File: config.mk
export PLATFORM = sky130hd
export DESIGN_NAME = ib_lut_ram_loader
export DESIGN_NICKNAME = d
export VERILOG_FILES = /design/src/rtl/ib_lut_ram_loader.sv
export SDC_FILE = /design/constraint.sdc
export NUM_CORES = 1
export LEC_CHECK = 0
export ABC_AREA = 1
export ABC_CLOCK_PERIOD_IN_PS = 2600
export CELL_PAD_IN_SITES_DETAIL_PLACEMENT = 0
export CELL_PAD_IN_SITES_GLOBAL_PLACEMENT = 1
export CORE_MARGIN = 8
export CORE_UTILIZATION = 30
export DETAILED_ROUTE_END_ITERATION = 6
export GPL_TIMING_DRIVEN = 0
export PLACE_DENSITY = 0.74
export SETUP_SLACK_MARGIN = 0.02
export SLEW_MARGIN = 25
export SYNTH_ARGS = -nofsm -noshare
export SYNTH_HDL_FRONTEND = slang
export SYNTH_SLANG_ARGS = --single-unit
export TNS_END_PERCENT = 10
File: constraint.sdc
create_clock -name write_clk -period 2.6 [get_ports write_clk]
set_input_delay 0.52 -clock write_clk [delete_from_list [all_inputs] [get_ports write_clk]]
set_output_delay 0.52 -clock write_clk [all_outputs]
set_load 0.02 [all_outputs]
File: src/rtl/ib_lut_ram_loader.sv
// rtl/ib_lut_ram_loader.sv - packs streamed LUT entries into IB-CNU RAM page writes
// One load fills every page of the selected multi-frame half, BANK_NUM entries per page.
module ib_lut_ram_loader #(
  parameter int QUAN_SIZE       = 4,
  parameter int LUT_PORT_SIZE   = 3,
  parameter int BANK_NUM        = 2,
  parameter int ENTRY_ADDR      = 6,
  parameter int MULTI_FRAME_NUM = 2
) (
  input  logic                              write_clk,
  input  logic                              rst,
  input  logic                              load_start,
  input  logic                              frame_offset,
  input  logic [LUT_PORT_SIZE-1:0]          lut_in_data,
  input  logic                              lut_in_valid,
  output logic                              lut_in_ready,
  output logic [ENTRY_ADDR-1:0]             page_addr_ram,
  output logic [LUT_PORT_SIZE*BANK_NUM-1:0] ram_write_data,
  output logic                              ib_ram_we,
  output logic                              load_busy,
  output logic                              load_done
);

  // QUAN_SIZE only rides along for the integrating level; it does not shape any logic here.
  localparam int PAGE_W = ENTRY_ADDR - MULTI_FRAME_NUM + 1 + 0 * QUAN_SIZE;
  localparam int WORD_W = LUT_PORT_SIZE * BANK_NUM;
  localparam int BANK_W = (BANK_NUM > 1) ? $clog2(BANK_NUM) : 1;

  typedef enum logic [1:0] {IDLE, LOAD, FLUSH, DONE} state_t;

  state_t              state_q, state_d;
  logic [PAGE_W-1:0]   page_q, page_d;
  logic [BANK_W-1:0]   bank_q, bank_d;
  logic                offset_q, offset_d;
  logic [WORD_W-1:0]   shreg_q, shreg_d;
  logic [ENTRY_ADDR-1:0] addr_q, addr_d;
  logic [WORD_W-1:0]   data_q, data_d;
  logic                we_q, we_d;
  logic [WORD_W-1:0]   word_next;

  // Earlier entries shift toward the MSBs, so bank0 ends up in the upper slice.
  assign word_next = WORD_W'({shreg_q, lut_in_data});

  always_comb begin
    state_d  = state_q;
    page_d   = page_q;
    bank_d   = bank_q;
    offset_d = offset_q;
    shreg_d  = shreg_q;
    addr_d   = addr_q;
    data_d   = data_q;
    we_d     = 1'b0;
    case (state_q)
      IDLE: begin
        if (load_start) begin
          state_d  = LOAD;
          page_d   = '0;
          bank_d   = '0;
          offset_d = frame_offset;
          shreg_d  = '0;
        end
      end
      LOAD: begin
        if (lut_in_valid) begin
          shreg_d = word_next;
          if (bank_q == BANK_W'(BANK_NUM - 1)) begin
            bank_d = '0;
            we_d   = 1'b1;
            addr_d = ENTRY_ADDR'({offset_q, page_q});
            data_d = word_next;
            page_d = page_q + PAGE_W'(1);
            if (page_q == '1) state_d = FLUSH;
          end else begin
            bank_d = bank_q + BANK_W'(1);
          end
        end
      end
      FLUSH:   state_d = DONE;
      default: state_d = IDLE;
    endcase
    if (rst) begin
      state_d  = IDLE;
      page_d   = '0;
      bank_d   = '0;
      offset_d = 1'b0;
      shreg_d  = '0;
      addr_d   = '0;
      data_d   = '0;
      we_d     = 1'b0;
    end
  end

  always_ff @(posedge write_clk) begin
    state_q  <= state_d;
    page_q   <= page_d;
    bank_q   <= bank_d;
    offset_q <= offset_d;
    shreg_q  <= shreg_d;
    addr_q   <= addr_d;
    data_q   <= data_d;
    we_q     <= we_d;
  end

  // Outputs are forced low for the whole reset window, not just after the first edge.
  assign lut_in_ready   = !rst && (state_q == LOAD);
  assign load_busy      = !rst && (state_q != IDLE);
  assign load_done      = !rst && (state_q == DONE);
  assign ib_ram_we      = !rst && we_q;
  assign page_addr_ram  = rst ? '0 : addr_q;
  assign ram_write_data = rst ? '0 : data_q;

endmodule

==> flow_metrics.py <==
metrics = {
    "min_path": {
        "hold_class": "reg2reg",
    },
    "worst_setup_path": {
        "crit_slowest_cell": "clkdlybuf4s50_1",
        "endpoint_kind": "output port",
        "path_cells": "dlygate4sd2_1, buf_2, nor2_1, clkdlybuf4s50_1",
        "cp.required_ns": 2.08,
        "crit_buf_inv": 3,
        "crit_family": "buffers and inverters",
        "start_kind": "primary input",
        "path_class": "in2out",
        "cp.arrival_ns": 1.94,
        "slowest_delay_ns": 0.64,
        "cp_max_fo": 10,
    },
    "logic_synthesis": {
        "ys_seq_elements": 25,
        "synth-simple-area-share_pct": 25.26,
        "synth.most_common_cell": "nor2_1",
        "synthArstFlopShare_pct": 0,
        "synthTopCellsByArea": "dfxtp_1, nor2_1, inv_1",
        "yosys.area_share.adder_pct": 6.237,
        "syn_avg_cell_area_sq_um": 7.716,
        "synthFlopType": "dfxtp_1",
        "synth_cell_type_count": 24,
        "synth_top_family_by_area": "simple AND/OR/NAND/NOR gates",
        "syn_nets": 170,
        "synth_xor_area_share_pct": 0,
        "syn_inst": 156,
        "yosys.area.top_type": "dfxtp_1",
        "ys_seq_area_share_pct": 41.58,
        "yosys_warnings": 0,
        "netlist_top_cells_count": "nor2_1, inv_1, dfxtp_1",
        "synth_compound_area_share_pct": 14.45,
        "syn_area_sq_um": 1204,
        "yosysTopAreaCellShare_pct": 41.58,
        "synth_mux_area_share_pct": 0,
        "synth_edf_count": 0,
    },
    "power": {
        "pwr-share-comb_pct": 38.1,
        "internal_power_mw": 0.6827,
        "pwr-share-seq_pct": 40.9,
        "power_mw": 1.107,
        "p_leak_nw": 0.6425,
        "power.share.switching_pct": 38.31,
        "p_per_area_nw_per_um2": 717.3,
        "ir_worst_vdd_v": 0.0003515,
        "switchingPower_mw": 0.4239,
        "clkPwrFrac_pct": 21.0,
    },
    "cts": {
        "clk_root_buffer_cell": "clkbuf_8",
        "cts_tree": "done",
        "numCtsBuffers": 3,
        "htreeDepth": 1,
        "clk_latency_ns": 0.27,
        "cts.path.max_buffers": 2,
        "clock-sinks": 25,
        "clkTransAtPathRegs_ns": 0.08,
    },
    "job": {
        "max_cap_viol_count": 0,
    },
    "sta": {
        "worst_pin_slew_ns": 0.3518,
        "slew_headroom_pct": 76.55,
        "whs_ns": 0.4668,
        "timing_hold_violations_final": 0,
        "fin_crit_sh_pct": 94.54,
        "clock_skew_ns": 0.005923,
        "fmax_mhz": 406.8,
        "rsz0062_at_grt": "no",
        "drv_slew": 0,
        "fin_crit_ns": 2.458,
        "setup_viol": 0,
    },
    "routing": {
        "dr.pass1.iters": 4,
        "via_count": 1012,
        "vias_per_cell": 4.343,
        "drt_iter0_markers": 44,
        "ant_nets": 0,
        "wl_per_cell_microns": 11.66,
        "wirelength_mm": 2.717,
        "drc_errors": 0,
    },
    "global_routing": {
        "overflow": 0,
        "grt_pass1_vias": 1078,
        "antenna_found_initial": 0,
        "globalRouteTotalUtil_pct": 9.463,
        "grt_pass1_wl_mm": 4.788,
        "grt_max_degree": 15,
    },
    "floorplan": {
        "io_pins": 24,
        "die_h_microns": 79.34,
        "row_count": 23,
        "die_area_sq_um": 6295,
        "chipWidth_microns": 79.34,
        "core_sq_um": 3943,
        "start_util_pct": 30.53,
    },
    "status": {
        "status": "finished clean",
    },
    "layout": {
        "syn_to_final_growth_pct": 28.17,
        "register_area_sq_um": 500.5,
        "diodes": 0,
        "post-route-util_pct": 39.13,
        "drive_above_1_share_pct": 10.38,
        "layout.cells.non_filler": 233,
        "num-fill-cells": 421,
        "final_nets": 198,
        "multi_input_area_sq_um": 553.0,
    },
    "placed_design": {
        "dpl.cell_count": 229,
        "place_congestion": 0.7450,
        "hpwl_mm": 2.142,
        "io_buffers": 23,
    },
}
## stage by stage
stage	setup WS (ns)	setup TNS (ns)	instance area, sq um
after floorplan	1.068	0	1204
after global placement	-0.2355	-1.878	1496
after detailed placement	-0.2694	-2.117	1496
after CTS	0.1438	0	1543
after global routing	0.06437	0	1543
final	0.1420	0	1543
## state kept, by name (all words and copies together), names as in the netlist
| register | count |
|---|---|
| addr_q | 6 |
| bank_q | 1 |
| data_q | 6 |
| offset_q | 1 |
| page_q | 5 |
| shreg_q | 3 |
| state_q | 2 |
| we_q | 1 |
## routing by layer
metal	share of wire, %	vias up	GRT usage [%]
met4	1.7	0	3.889
met3	4.5	5	2.370
met5	0	-	0
met2	47	17	16.27
met1	47	446	10.88
li1	-	544	-
## power groups by stage
stage | sequential (mW) | combinational [mW] | clock (mW)
global route | 0.460 | 0.480 | 0.252
CTS | 0.454 | 0.427 | 0.240
detailed placement | 0.463 | 0.424 | 0
floorplan | 0.455 | 0.309 | 0
global placement | 0.459 | 0.418 | 0
finish | 0.453 | 0.422 | 0.232
## worst paths after layout
kind,from,end,depth (start not counted),slack [ns]
worst min-delay path,shreg_q[2]$_SDFFE_PP0P_,shreg_q[2]$_SDFFE_PP0P_,2,0.47
worst max register to register,state_q[0]$_SDFFE_PP0P_,page_q[0]$_SDFFE_PP0P_,8,1.01
worst max-delay path,rst,ram_write_data[1],4,0.14
worst min register to register,shreg_q[2]$_SDFFE_PP0P_,shreg_q[2]$_SDFFE_PP0P_,2,0.47
## layout by cell type, fill, tap and decap left out, drive strengths merged
cell type      synthesis  final
clkinv                 0      1
a21oi                 12     12
buf                    3      3
o22a                   7      7
dfxtp                 25     25
nor2                  34     34
nand3                  6      6
nor3b                  1      1
nand4                  1      1
nor3                   1      1
dlygate4sd2            0      1
clkdlybuf4s50          0     22
nand2                 20     20
clkbuf                 1      4
o21ai                  9      9
inv                   30     30
ha                     6      6
## repair_timing
action                                  4_1_cts  5_1_grt
hold buffers                                  0        0
resized for setup                             2        0
endpoints found under the hold margin         0        0
endpoints found under the setup margin       14        0
setup buffers                                 0        0
## cell families (layout without fill, tap and decap cells)
family	count (synthesis)	in the layout
flip-flops	25	25
AND/OR/NAND/NOR	63	63
buffers and inverters	34	61
AO/OA/AOI/OAI	28	28
adder cells (fa/ha/maj)	6	6
## cell type report
cell class	count	area share, %
multi-input combinational	97	35.85
sequential	25	32.44
timing repair buffer	23	14.84
inverter	30	7.461
tap	50	4.055
clock buffer	3	2.676
buffer	4	2.352
clock inverter	1	0.3244
## worst reg2reg max path, cell delays in order, from the launching register on
cell and delay [ns]:
dfxtp_1 0.39, inv_1 0.09, ha_1 0.26, nand2_2 0.14, nand2_1 0.13, inv_2 0.14, nand2_1 0.08, nand2_1 0.16
o21ai_1 0.09
(Power assumes the default switching activity.)
